## src/rtl/byte_lane_reader.sv

```systemverilog
`default_nettype none
// ============================================================================
//  Module      : byte_lane_reader
//  Description : Single-outstanding load path between the processor and a
//                24-bit data memory. Fetches one word, extracts the byte
//                chosen by a one-hot 3-bit byte enable and returns it
//                right-aligned on an 18-bit bus. Illegal enables return an
//                error response without touching memory.
//  Options     : BYTE_READ_SIGN_EXT_EN - defined: signed load (bit 7 of the
//                byte replicated into bits 17:8); undefined: zero-extended.
//  Revision    : 1.0 - initial release
// ============================================================================
module byte_lane_reader #(
    parameter int ADDR_W  = 16,
    parameter int MEM_LAT = 1
) (
    input  logic              clk,
    input  logic              rst,
    input  logic              req_valid,
    output logic              req_ready,
    input  logic [ADDR_W-1:0] req_addr,
    input  logic [2:0]        req_byteena,
    output logic              mem_rd_en,
    output logic [ADDR_W-1:0] mem_addr,
    input  logic [23:0]       mem_rdata,
    output logic              resp_valid,
    input  logic              resp_ready,
    output logic [17:0]       resp_data,
    output logic              resp_err
);

    // Latency counter start value; MEM_LAT is limited to 1..7.
    localparam logic [2:0] c_lat_init = 3'(MEM_LAT);

    typedef enum logic [1:0] {
        S_IDLE  = 2'd0,
        S_ISSUE = 2'd1,
        S_WAIT  = 2'd2,
        S_RESP  = 2'd3
    } state_t;

    state_t              state_q, state_d;
    logic [ADDR_W-1:0]   addr_q,  addr_d;
    logic [2:0]          be_q,    be_d;
    logic [2:0]          cnt_q,   cnt_d;
    logic [17:0]         data_q,  data_d;
    logic                err_q,   err_d;

    logic                be_legal;
    logic [7:0]          sel_byte;
    logic [9:0]          ext_bits;

    // Exactly one lane bit set is the only legal enable pattern.
    assign be_legal = (req_byteena == 3'b001) ||
                      (req_byteena == 3'b010) ||
                      (req_byteena == 3'b100);

    // Lane mux driven by the latched enable; only meaningful in the capture cycle.
    always_comb begin
        sel_byte = mem_rdata[7:0];
        case (be_q)
            3'b100:  sel_byte = mem_rdata[23:16];
            3'b010:  sel_byte = mem_rdata[15:8];
            default: sel_byte = mem_rdata[7:0];
        endcase
    end

`ifdef BYTE_READ_SIGN_EXT_EN
    assign ext_bits = {10{sel_byte[7]}};
`else
    assign ext_bits = 10'd0;
`endif

    // State and datapath registers; reset wins over everything, mid-flight included.
    always_ff @(posedge clk) begin
        if (rst) begin
            state_q <= S_IDLE;
            addr_q  <= '0;
            be_q    <= 3'd0;
            cnt_q   <= 3'd0;
            data_q  <= 18'd0;
            err_q   <= 1'b0;
        end else begin
            state_q <= state_d;
            addr_q  <= addr_d;
            be_q    <= be_d;
            cnt_q   <= cnt_d;
            data_q  <= data_d;
            err_q   <= err_d;
        end
    end

    // Next-state logic: accept, issue the read, count down the latency, respond.
    always_comb begin
        state_d = state_q;
        addr_d  = addr_q;
        be_d    = be_q;
        cnt_d   = cnt_q;
        data_d  = data_q;
        err_d   = err_q;
        case (state_q)
            S_IDLE: begin
                if (req_valid) begin
                    be_d = req_byteena;
                    if (be_legal) begin
                        // Address only moves for real reads so mem_addr holds otherwise.
                        addr_d  = req_addr;
                        state_d = S_ISSUE;
                    end else begin
                        data_d  = 18'd0;
                        err_d   = 1'b1;
                        state_d = S_RESP;
                    end
                end
            end
            S_ISSUE: begin
                cnt_d   = c_lat_init;
                state_d = S_WAIT;
            end
            S_WAIT: begin
                if (cnt_q == 3'd1) begin
                    data_d  = {ext_bits, sel_byte};
                    err_d   = 1'b0;
                    state_d = S_RESP;
                end else begin
                    cnt_d = cnt_q - 3'd1;
                end
            end
            S_RESP: begin
                if (resp_ready) begin
                    state_d = S_IDLE;
                end
            end
            default: state_d = S_IDLE;
        endcase
    end

    assign req_ready  = (state_q == S_IDLE) && !rst;
    assign mem_rd_en  = (state_q == S_ISSUE);
    assign mem_addr   = addr_q;
    assign resp_valid = (state_q == S_RESP);
    assign resp_data  = data_q;
    assign resp_err   = err_q;

endmodule
`default_nettype wire

```

## config.mk

```make
export PLATFORM = sky130hd
export DESIGN_NAME = byte_lane_reader
export DESIGN_NICKNAME = d
export VERILOG_FILES = /design/src/rtl/byte_lane_reader.sv
export SDC_FILE = /design/constraint.sdc
export NUM_CORES = 1
export LEC_CHECK = 0
export BUFFER_PORTS_ARGS = -buffer_cell sky130_fd_sc_hd__clkbuf_2
export CORE_MARGIN = 3
export CORE_UTILIZATION = 28
export DETAILED_ROUTE_END_ITERATION = 8
export GPL_TIMING_DRIVEN = 0
export PLACE_DENSITY = 0.59
export SLEW_MARGIN = 20
export SYNTH_ARGS = -nofsm -noshare
export SYNTH_HDL_FRONTEND = slang
export SYNTH_SLANG_ARGS = --single-unit
```

## constraint.sdc

```tcl
create_clock -name clk -period 1.44 [get_ports clk]
set_input_delay 0.144 -clock clk [delete_from_list [all_inputs] [get_ports clk]]
set_output_delay 0.144 -clock clk [all_outputs]
set_load 0.02 [all_outputs]
```

==> results of run 1 <==
[metal layers]
metal  vias to the layer above  wire length (um)
met5                         -                 0
met4                         0                30
met3                         4               417
met2                        66              1860
met1                       686              1920
li1                        825                 -
[cells in the final DEF, fill, tap and decap left out, types with 6 or more instances in the layout]
master / netlist / routed
clkbuf_2: 0 / 73
dfxtp_1: 33 / 31
mux2i_1: 24 / 24
nor2_1: 24 / 21
buf_4: 10 / 18
nand2b_1: 18 / 17
conb_1: 1 / 10
or2b_1: 8 / 8
o2111ai_1: 8 / 8
nand2_1: 7 / 7
clkbuf_8: 0 / 6
[through the flow]
stage	total power, uW	instances	area (um^2)	setup WS (ps)
finish	3960	363	2570	-8.52
global route	4240	363	2570	-94.5
CTS	3820	357	2490	-9.66
detailed placement	2670	344	2250	-353
global placement	2650	344	2250	-300
floorplan	2290	195	1780	-25.2
[final timing paths]
path | from | end | slack (ps) | cells past startpoint
setup / recovery | state_q[0]$_SDFFE_PP0P_ | resp_data[4]$_SDFFE_PP0P_ | -9 | 6
hold / removal | req_addr[3] | mem_addr[3]$_SDFFE_PP0P_ | 90 | 3
setup reg to reg | state_q[0]$_SDFFE_PP0P_ | resp_data[4]$_SDFFE_PP0P_ | -9 | 6
hold reg to reg | resp_data[6]$_SDFFE_PP0P_ | resp_data[6]$_SDFFE_PP0P_ | 480 | 2
[cell families after synthesis]
family          Yosys count
other cells               1
mux                      25
simple gates             69
buf+inv                  22
fa+ha+maj                 7
compound gates           26
xor+xnor                  3
flops                    33
[what timing repair did]
action                                  4_1_cts  5_1_grt
endpoints found under the hold margin         0        0
endpoints found under the setup margin       27       26
resized for setup                            20        8
buffers inserted                              4        6
cloned                                        1        0
pin swaps                                     5        2
[power breakdown]
group | switching (uW) | leakage, uW | internal (uW) | total [uW]
clock network | 336 | 0.0000585 | 564 | 900
registers | 120 | 0.000270 | 1080 | 1200
logic | 953 | 0.000937 | 899 | 1850
[sequential cells by signal (all words and copies together), names as in the netlist]
register,count
state_q,2
mem_addr,16
resp_err,1
cnt_q,3
resp_data,8
be_q,3
[cell type report]
type                            instances  area, um^2  area share, %
Buffer                                 15         113           4.37
Clock buffer                            7        86.3           3.35
Clock inverter                          1        30.0           1.17
Inverter                                7        31.3           1.21
Multi-Input combinational cell        140        1070           41.7
Sequential cell                        33         666           25.9
Tap cell                               75        93.8           3.64
Timing Repair Buffer                   85         480           18.7
[worst reg2reg max path, stage by stage, from the launching register on]
cell,delay (ps)
dfxtp_2,360
inv_4,60
ha_4,170
nor2b_2,180
a221o_1,280
buf_6,160
mux2i_1,120
==> results.cfg, run 1 <==
[place]
place_congestion = 0.826
dp_hpwl_um = 3090
port_buffers = 74

[drt]
vias_per_cell = 4.36
dr.first_iter.drc_count = 23
wirelength_um = 4230
vias = 1581
antenna_left = 0
drc = 0
drtPass1Iterations = 4
wl_per_cell_um = 11.6

[worst_setup_path]
cp_slowest_stage_delay_ps = 360
path_buf_inv = 2
critical_path_class = reg -> reg
required_ps = 1600
crit_fanout = 8
arrival_ps = 1610
critPathLaunchType = flop
crit_chain = inv_4, ha_4, nor2b_2, a221o_1, buf_6, mux2i_1
slowest_stage = dfxtp_2
path_delay_family = flip-flops
worstSetupEndpointType = flop

[clocking]
ctsHoldBuffers = 0
clock_latency_ps = 280
path_clk_slew_ps = 70
cts_buffer_depth = 2
tritoncts = yes
h-tree-depth = 2
cts_made_buffers = 5
root_buffer = clkbuf_8
numClockSinks = 33

[floorplan]
rows = 28
start_util_pct = 29.2
die_h_um = 84.8
coreArea_mm2 = 0.00596
die_w_um = 84.8
pin_count = 85
die_area_mm2 = 0.00718

[timing]
hold_ws_ps = 92.1
tightestPinTransition_ps = 529
setup_tns_ps = -31.4
min_period_over_period_pct = 101
finalCriticalPeriod_ps = 1450
skew_ps = 7.50
final_max_slew_viol_count = 0
final_hold_viol_count = 0
rsz0062_at_grt = yes
finalSetupViolCount = 5
relSlewSlack_pct = 64.7
setup_ws_ps = -8.52
fmax_mhz = 690

[synth]
ys_types = 37
syn_area_mm2 = 0.00174
synthTopCellsByArea = dfxtp_1 (38%), mux2i_1 (14%), nand2b_1 (6.5%), nor2_1 (5.2%), ha_1 (5.0%)
synth_enable_flop_cells = 0
synth_cells = 186
synth_fa_ha_area_share_pct = 5.04
ys_warn_count = 0
synth-simple-area-share_pct = 21.2
synth.largest_area_cell = dfxtp_1
synth_compound_area_share_pct = 11.7
synth_mux_area_share_pct = 14.5
synth_ff_type = dfxtp_1
yosysMostFrequentCell = dfxtp_1
synth_top_area_share_pct = 38.0
synth_xor_area_share_pct = 1.51
synth_seq_area_share_pct = 38.0
synthArstFlopShare_pct = 0
ys_seq_elements = 33
synth_top_family_by_area = simple AND/OR/NAND/NOR gates
synthTopCellsByCount = dfxtp_1 (33), mux2i_1 (24), nor2_1 (24)
synth_area_per_cell_um2 = 9.34

[final_layout]
n_fill_cell = 594
n_antenna_cell = 0
nets = 341
area_delta_synth_final_pct = 48.3
fin_util_pct = 43.2
drive_above_1_share_pct = 43.4

[grt]
grt_first_pass_wirelength_um = 6930
gr-usage-met3_pct = 4.12
grtUsageMet1_pct = 14.7
grt_remaining_overflow = 0
grt_pass1_vias = 1522
grtUsageTotal_pct = 11.8
antenna_found_initial = 0
busiest_layer = met2
grt_start_max_net_pins = 11
grt_use_met2_pct = 19.1

[min_path]
hp-class = in -> reg

[status]
status = finished, violations left
violations = setup timing

[pwr]
power.density_mw_per_mm2 = 1540
ir_worst_vdd_mv = 0.536
p_leak_uw = 0.00127

[job]
maxCapViolCount = 0
Note: power is estimated with default switching activity, not from simulation.
==> run 2, diff against run 1 <==
--- a/config.mk
+++ b/config.mk
@@ -6,8 +6,8 @@
 export NUM_CORES = 1
 export LEC_CHECK = 0
 export BUFFER_PORTS_ARGS = -buffer_cell sky130_fd_sc_hd__clkbuf_2
-export CORE_MARGIN = 3
 export CORE_UTILIZATION = 28
+export CTS_CLUSTER_SIZE = 16
 export DETAILED_ROUTE_END_ITERATION = 8
 export GPL_TIMING_DRIVEN = 0
 export PLACE_DENSITY = 0.59
==> run 2 against run 1 <==
The run still ends with setup timing left. Final cell count rose by 0.55%. Critical endpoint is now mem_addr[12]$_SDFFE_PP0P_. Global-route usage up 0.85 points. Power decreased by 0.48%. Routed wire length down 4.6%. Combinational power about the same. Worst setup slack worse by 37 ps. Hold slack barely moved. Non-clock buffer count grew 2. Register-to-register slack worse by 40 ps.
==> results.cfg, run 2 (synthesis results as in run 1) <==
[clocking]
cts_buffer_depth = 2
clock_latency_ps = 280
tritoncts = yes
numClockSinks = 33
cts_made_buffers = 5
path_clk_slew_ps = 70
h-tree-depth = 2
root_buffer = clkbuf_8

[place]
port_buffers = 74
place_congestion = 0.773
dpl.cell_count = 344
dp_hpwl_um = 2940

[drt]
antenna_left = 0
vias = 1584
drtPass1Iterations = 4
dr.first_iter.drc_count = 41
wirelength_um = 4030
vias_per_cell = 4.34
wl_per_cell_um = 11.0
drc = 0

[floorplan]
die_h_um = 80.8
coreArea_mm2 = 0.00596
die_w_um = 80.8
die_area_mm2 = 0.00652
rows = 28
start_util_pct = 29.2
pin_count = 85

[pwr]
power.density_mw_per_mm2 = 1510
p_leak_uw = 0.00128
ir_worst_vdd_mv = 0.544

[final_layout]
layout.cells.non_filler = 365
drive_above_1_share_pct = 43.4
mostFrequentLayoutCells = clkbuf_2 (74), dfxtp_1 (31), mux2i_1 (24), nor2_1 (22), buf_4 (20)
nets = 343
final_common_cell = clkbuf_2
n_antenna_cell = 0
n_fill_cell = 586
area_delta_synth_final_pct = 49.9
largest_register_ffs = 16

[grt]
grt_start_max_net_pins = 11
grt_pass1_vias = 1435
grt_first_pass_wirelength_um = 6270
grtUsageTotal_pct = 12.7
grt_remaining_overflow = 0
antenna_found_initial = 0

[status]
status = finished, violations left
violations = setup timing

[timing]
min_period_over_period_pct = 103
tightestPinTransition_ps = 535
final_max_slew_viol_count = 0
fmax_mhz = 673
rsz0062_at_grt = yes
finalSetupViolCount = 22
relSlewSlack_pct = 64.2
setup_tns_ps = -449
setup_ws_ps = -45.2
skew_ps = 3.99
final_hold_viol_count = 0
finalCriticalPeriod_ps = 1490

[worst_setup_path]
critical_path_class = reg -> reg
worstSetupEndpointType = flop
critPathLaunchType = flop
arrival_ps = 1640
crit_fanout = 7
required_ps = 1600

[min_path]
hp-class = in -> reg

[job]
maxCapViolCount = 0
[run 2: worst max-delay path: stages (launching register included)]
cell      delay [ps]
dfxtp_2          370
inv_4             50
ha_4             170
and2_4           150
o211ai_4         100
buf_12           160
buf_8            120
mux2i_1          190
nor2_1            50
[run 2: cell type report]
class / instances / area (um^2) / area share (%)
plain buffers: 15 / 113 / 4.33
clock buffers: 7 / 86.3 / 3.32
clock inverters: 1 / 30.0 / 1.15
inverters: 7 / 28.8 / 1.11
multi-input cells: 140 / 1070 / 41.2
flip-flops and latches: 33 / 666 / 25.6
well taps: 75 / 93.8 / 3.61
repair buffers: 87 / 513 / 19.7
[run 2: through the flow]
stage / utilization, % / area, um^2 / hold slack, ps / setup slack, ps / total power (uW)
after floorplan: - / 1780 / 280 / -25.2 / 2290
after global placement: 37.7 / 2250 / 374 / -344 / 2640
after detailed placement: 37.7 / 2250 / 382 / -340 / 2660
after CTS: 42.5 / 2530 / 76.7 / -45.4 / 3830
after global routing: 43.7 / 2600 / 87.9 / -108 / 4200
final: 43.7 / 2600 / 92.2 / -45.2 / 3940
[run 2: final timing paths]
| kind | start | to | slack [ps] | cells after the start |
|---|---|---|---|---|
| worst max-delay path | state_q[0]$_SDFFE_PP0P_ | mem_addr[12]$_SDFFE_PP0P_ | -50 | 8 |
| worst min-delay path | req_addr[8] | mem_addr[8]$_SDFFE_PP0P_ | 90 | 3 |
| worst max register to register | state_q[0]$_SDFFE_PP0P_ | mem_addr[12]$_SDFFE_PP0P_ | -50 | 8 |
| worst min register to register | resp_data[5]$_SDFFE_PP0P_ | resp_data[5]$_SDFFE_PP0P_ | 480 | 2 |
[run 2: report_power, final]
part | internal, uW | switching (uW)
logic | 895 | 932
registers | 1080 | 127
clock network | 564 | 335
[run 2: what timing repair did]
| action | CTS | global route |
|---|---|---|
| resized for setup | 14 | 9 |
| pin swaps | 1 | 5 |
| hold endpoints to repair | 0 | 0 |
| cloned | 1 | 0 |
| buffers inserted | 9 | 3 |
| endpoints found under the setup margin | 21 | 25 |
| hold buffers | 0 | 0 |
[run 2: metal layers]
metal / vias up / track usage, % / routed length [um]
met2: 59 / 21.6 / 1850
met5: - / 0 / 0
met3: 6 / 4.49 / 342
met1: 694 / 14.5 / 1800
li1: 825 / - / -
met4: 0 / 4.82 / 44
==> run 3, diff against run 2 <==
--- a/config.mk
+++ b/config.mk
@@ -5,7 +5,9 @@
 export SDC_FILE = /design/constraint.sdc
 export NUM_CORES = 1
 export LEC_CHECK = 0
+export ABC_AREA = 1
 export BUFFER_PORTS_ARGS = -buffer_cell sky130_fd_sc_hd__clkbuf_2
+export CAP_MARGIN = 0
 export CORE_UTILIZATION = 28
 export CTS_CLUSTER_SIZE = 16
 export DETAILED_ROUTE_END_ITERATION = 8
==> run 3 against run 2 <==
Count of clock-buffer cells in the layout did not move. Core utilization fell by 1.4 points. Critical path depth rose by 3. Die area rose by 5.3%. Flip-flop and latch count did not move. Final cell count rose by 22%. The run still ends with setup timing left. Combinational power rose by 62%. Fmax fell by 0.42%. Final area rose by 3.1%. Critical path type unchanged. Area after synthesis rose by 5.5%.
==> results.cfg, run 3 <==
[status]
status = finished, violations left
violations = setup timing

[clocking]
numClockSinks = 33
root_buffer = clkbuf_8
clock_latency_ps = 290
h-tree-depth = 2
path_clk_slew_ps = 70
cts_made_buffers = 5
tritoncts = yes
cts_buffer_depth = 2

[grt]
grt_first_pass_wirelength_um = 8540
grt_start_max_net_pins = 11
antenna_found_initial = 0
gr-usage-met3_pct = 6.16
grt_pass1_vias = 1822
grtUsageMet1_pct = 18.9
grtUsageTotal_pct = 15.3
grt_use_met2_pct = 25.3
busiest_layer = met2
grt_remaining_overflow = 0

[pwr]
ir_worst_vdd_mv = 0.766
combPwrFrac_pct = 57.4
p_total_uw = 5170
seqPwrFrac_pct = 24.7
switching_share_pct = 42.4
power.density_mw_per_mm2 = 1920
p_leak_uw = 0.00136
p_sw_uw = 2190
p_int_uw = 2980
p_clk_share_pct = 17.9

[synth]
synthTopCellsByArea = dfxtp_1 (36%), nand2_1 (12%), nand3_1 (10%), a21oi_1 (7.1%), inv_1 (6.1%)
yosysMostFrequentCell = nand2_1
synth_enable_flop_cells = 0
synthTopCellsByCount = nand2_1 (57), nand3_1 (37), dfxtp_1 (33)
synth.largest_area_cell = dfxtp_1
synth_cells = 262
ys_seq_elements = 33
synth_ff_type = dfxtp_1
ys_types = 26
synth_top_area_share_pct = 36.1
syn_area_mm2 = 0.00183
synth_area_per_cell_um2 = 6.99
synth_seq_area_share_pct = 36.1
synthArstFlopShare_pct = 0
ys_warn_count = 0

[min_path]
hp-start = req_addr[15]
whs_path_depth = 3
hp-class = in -> reg

[place]
port_buffers = 74
place_congestion = 0.712
placed_area_mm2 = 0.00233
dp_hpwl_um = 3480

[final_layout]
mostFrequentLayoutCells = clkbuf_2 (74), nand2_1 (52), nand3_1 (36), dfxtp_1 (31), buf_4 (26)
n_antenna_cell = 0
area_delta_synth_final_pct = 46.5
nets = 422
final_common_cell = clkbuf_2
n_fill_cell = 666
fin_util_pct = 42.3
largest_register_ffs = 16
drive_above_1_share_pct = 40.7
fin_area_mm2 = 0.00268

[timing]
fmax_mhz = 670
final_max_slew_viol_count = 0
finalSetupViolCount = 9
finalCriticalPeriod_ps = 1490
min_period_over_period_pct = 104
hold_ws_ps = 101
rsz0062_at_grt = yes
final_hold_viol_count = 0
skew_ps = 3.43
setup_tns_ps = -280
setup_ws_ps = -51.5

[worst_setup_path]
required_ps = 1670
critPathLaunchType = flop
arrival_ps = 1720
r2r-start = state_q[1]$_SDFFE_PP0P_
worst-r2r-cell-count = 11
worstSetupEndpointType = flop
critical_path_class = reg -> reg
cp-startpoint = state_q[1]$_SDFFE_PP0P_
crit_fanout = 5

[drt]
drtPass1Iterations = 6
wl_per_cell_um = 11.4
wirelength_um = 5090
drc = 0
vias = 1975
antenna_left = 0
vias_per_cell = 4.43
dr.first_iter.drc_count = 52

[floorplan]
die_h_um = 82.9
die_w_um = 82.9
rows = 29
die_area_mm2 = 0.00687
start_util_pct = 28.8
coreArea_mm2 = 0.00635
pin_count = 85

[job]
maxCapViolCount = 0
run 3: changes by cell type after synthesis, moves of 8 or more:
cell	delta
nand3_1	+36
mux2i_1	-24
inv_1	+24
or2b_1	-8
o2111ai_1	-8
nand2_1	+50
nand2b_1	-18
a21oi_1	+21
run 3: final cells by class:
class / count / area [um^2] / share of cell area, %
buffer: 19 / 143 / 5.31
clock buffer: 7 / 86.3 / 3.22
clock inverter: 1 / 30.0 / 1.12
inverter: 32 / 128 / 4.76
multi-input combinational: 187 / 1030 / 38.5
sequential: 33 / 663 / 24.7
tap: 77 / 96.3 / 3.59
timing repair buffer: 90 / 504 / 18.8
run 3: power groups by stage:
stage	clock network [uW]	logic, uW	registers (uW)
6_report	925	2960	1280
5_1_grt	986	3300	1300
4_1_cts	943	2640	1280
3_5_place_dp	0	2150	1300
3_3_place_gp	0	2120	1290
2_1_floorplan	0	1460	1430
run 3: cells by family after synthesis:
kind of cell | count (synthesis) | share of synthesized area [%]
buffers and inverters | 52 | 13.9
AND/OR/NAND/NOR | 129 | 33.7
AO/OA/AOI/OAI | 39 | 10.9
flip-flops | 33 | 36.1
XOR/XNOR | 1 | 0.478
other | 1 | 0.205
adder cells (fa/ha/maj) | 7 | 4.78
run 3: layer usage:
layer / part of all wire (%) / wire length [um]
met5: 0 / 0
met4: 0.65 / 33
met3: 9.1 / 466
met2: 44 / 2260
met1: 46 / 2330
run 3: path summary, 6_finish.rpt:
check | end | slack, ps
setup / recovery | resp_data[3]$_SDFFE_PP0P_ | -50
hold / removal | mem_addr[15]$_SDFFE_PP0P_ | 100
setup reg to reg | resp_data[3]$_SDFFE_PP0P_ | -50
hold reg to reg | mem_addr[7]$_SDFFE_PP0P_ | 460
run 3: through the flow:
stage	cells	setup slack, ps
6_report	446	-51.5
2_1_floorplan	271	11.2
4_1_cts	444	-2.15
3_3_place_gp	422	-164
3_5_place_dp	422	-173
5_1_grt	446	-147
run 3: worst max-delay path: stages (launching register included):
cell	delay, ps
dfxtp_2	350
inv_2	50
ha_4	160
inv_2	50
or2_1	130
nand2_2	70
nor2_4	210
buf_6	150
nand2_8	60
nand2_4	70
nand2_2	40
nor2_1	80
run 3: repair_timing:
action | CTS | global route
pin swaps | 8 | 16
gates cloned | 1 | 0
gates resized for setup | 15 | 24
hold buffers | 0 | 0
buffers inserted | 13 | 3
endpoints found under the setup margin | 18 | 17
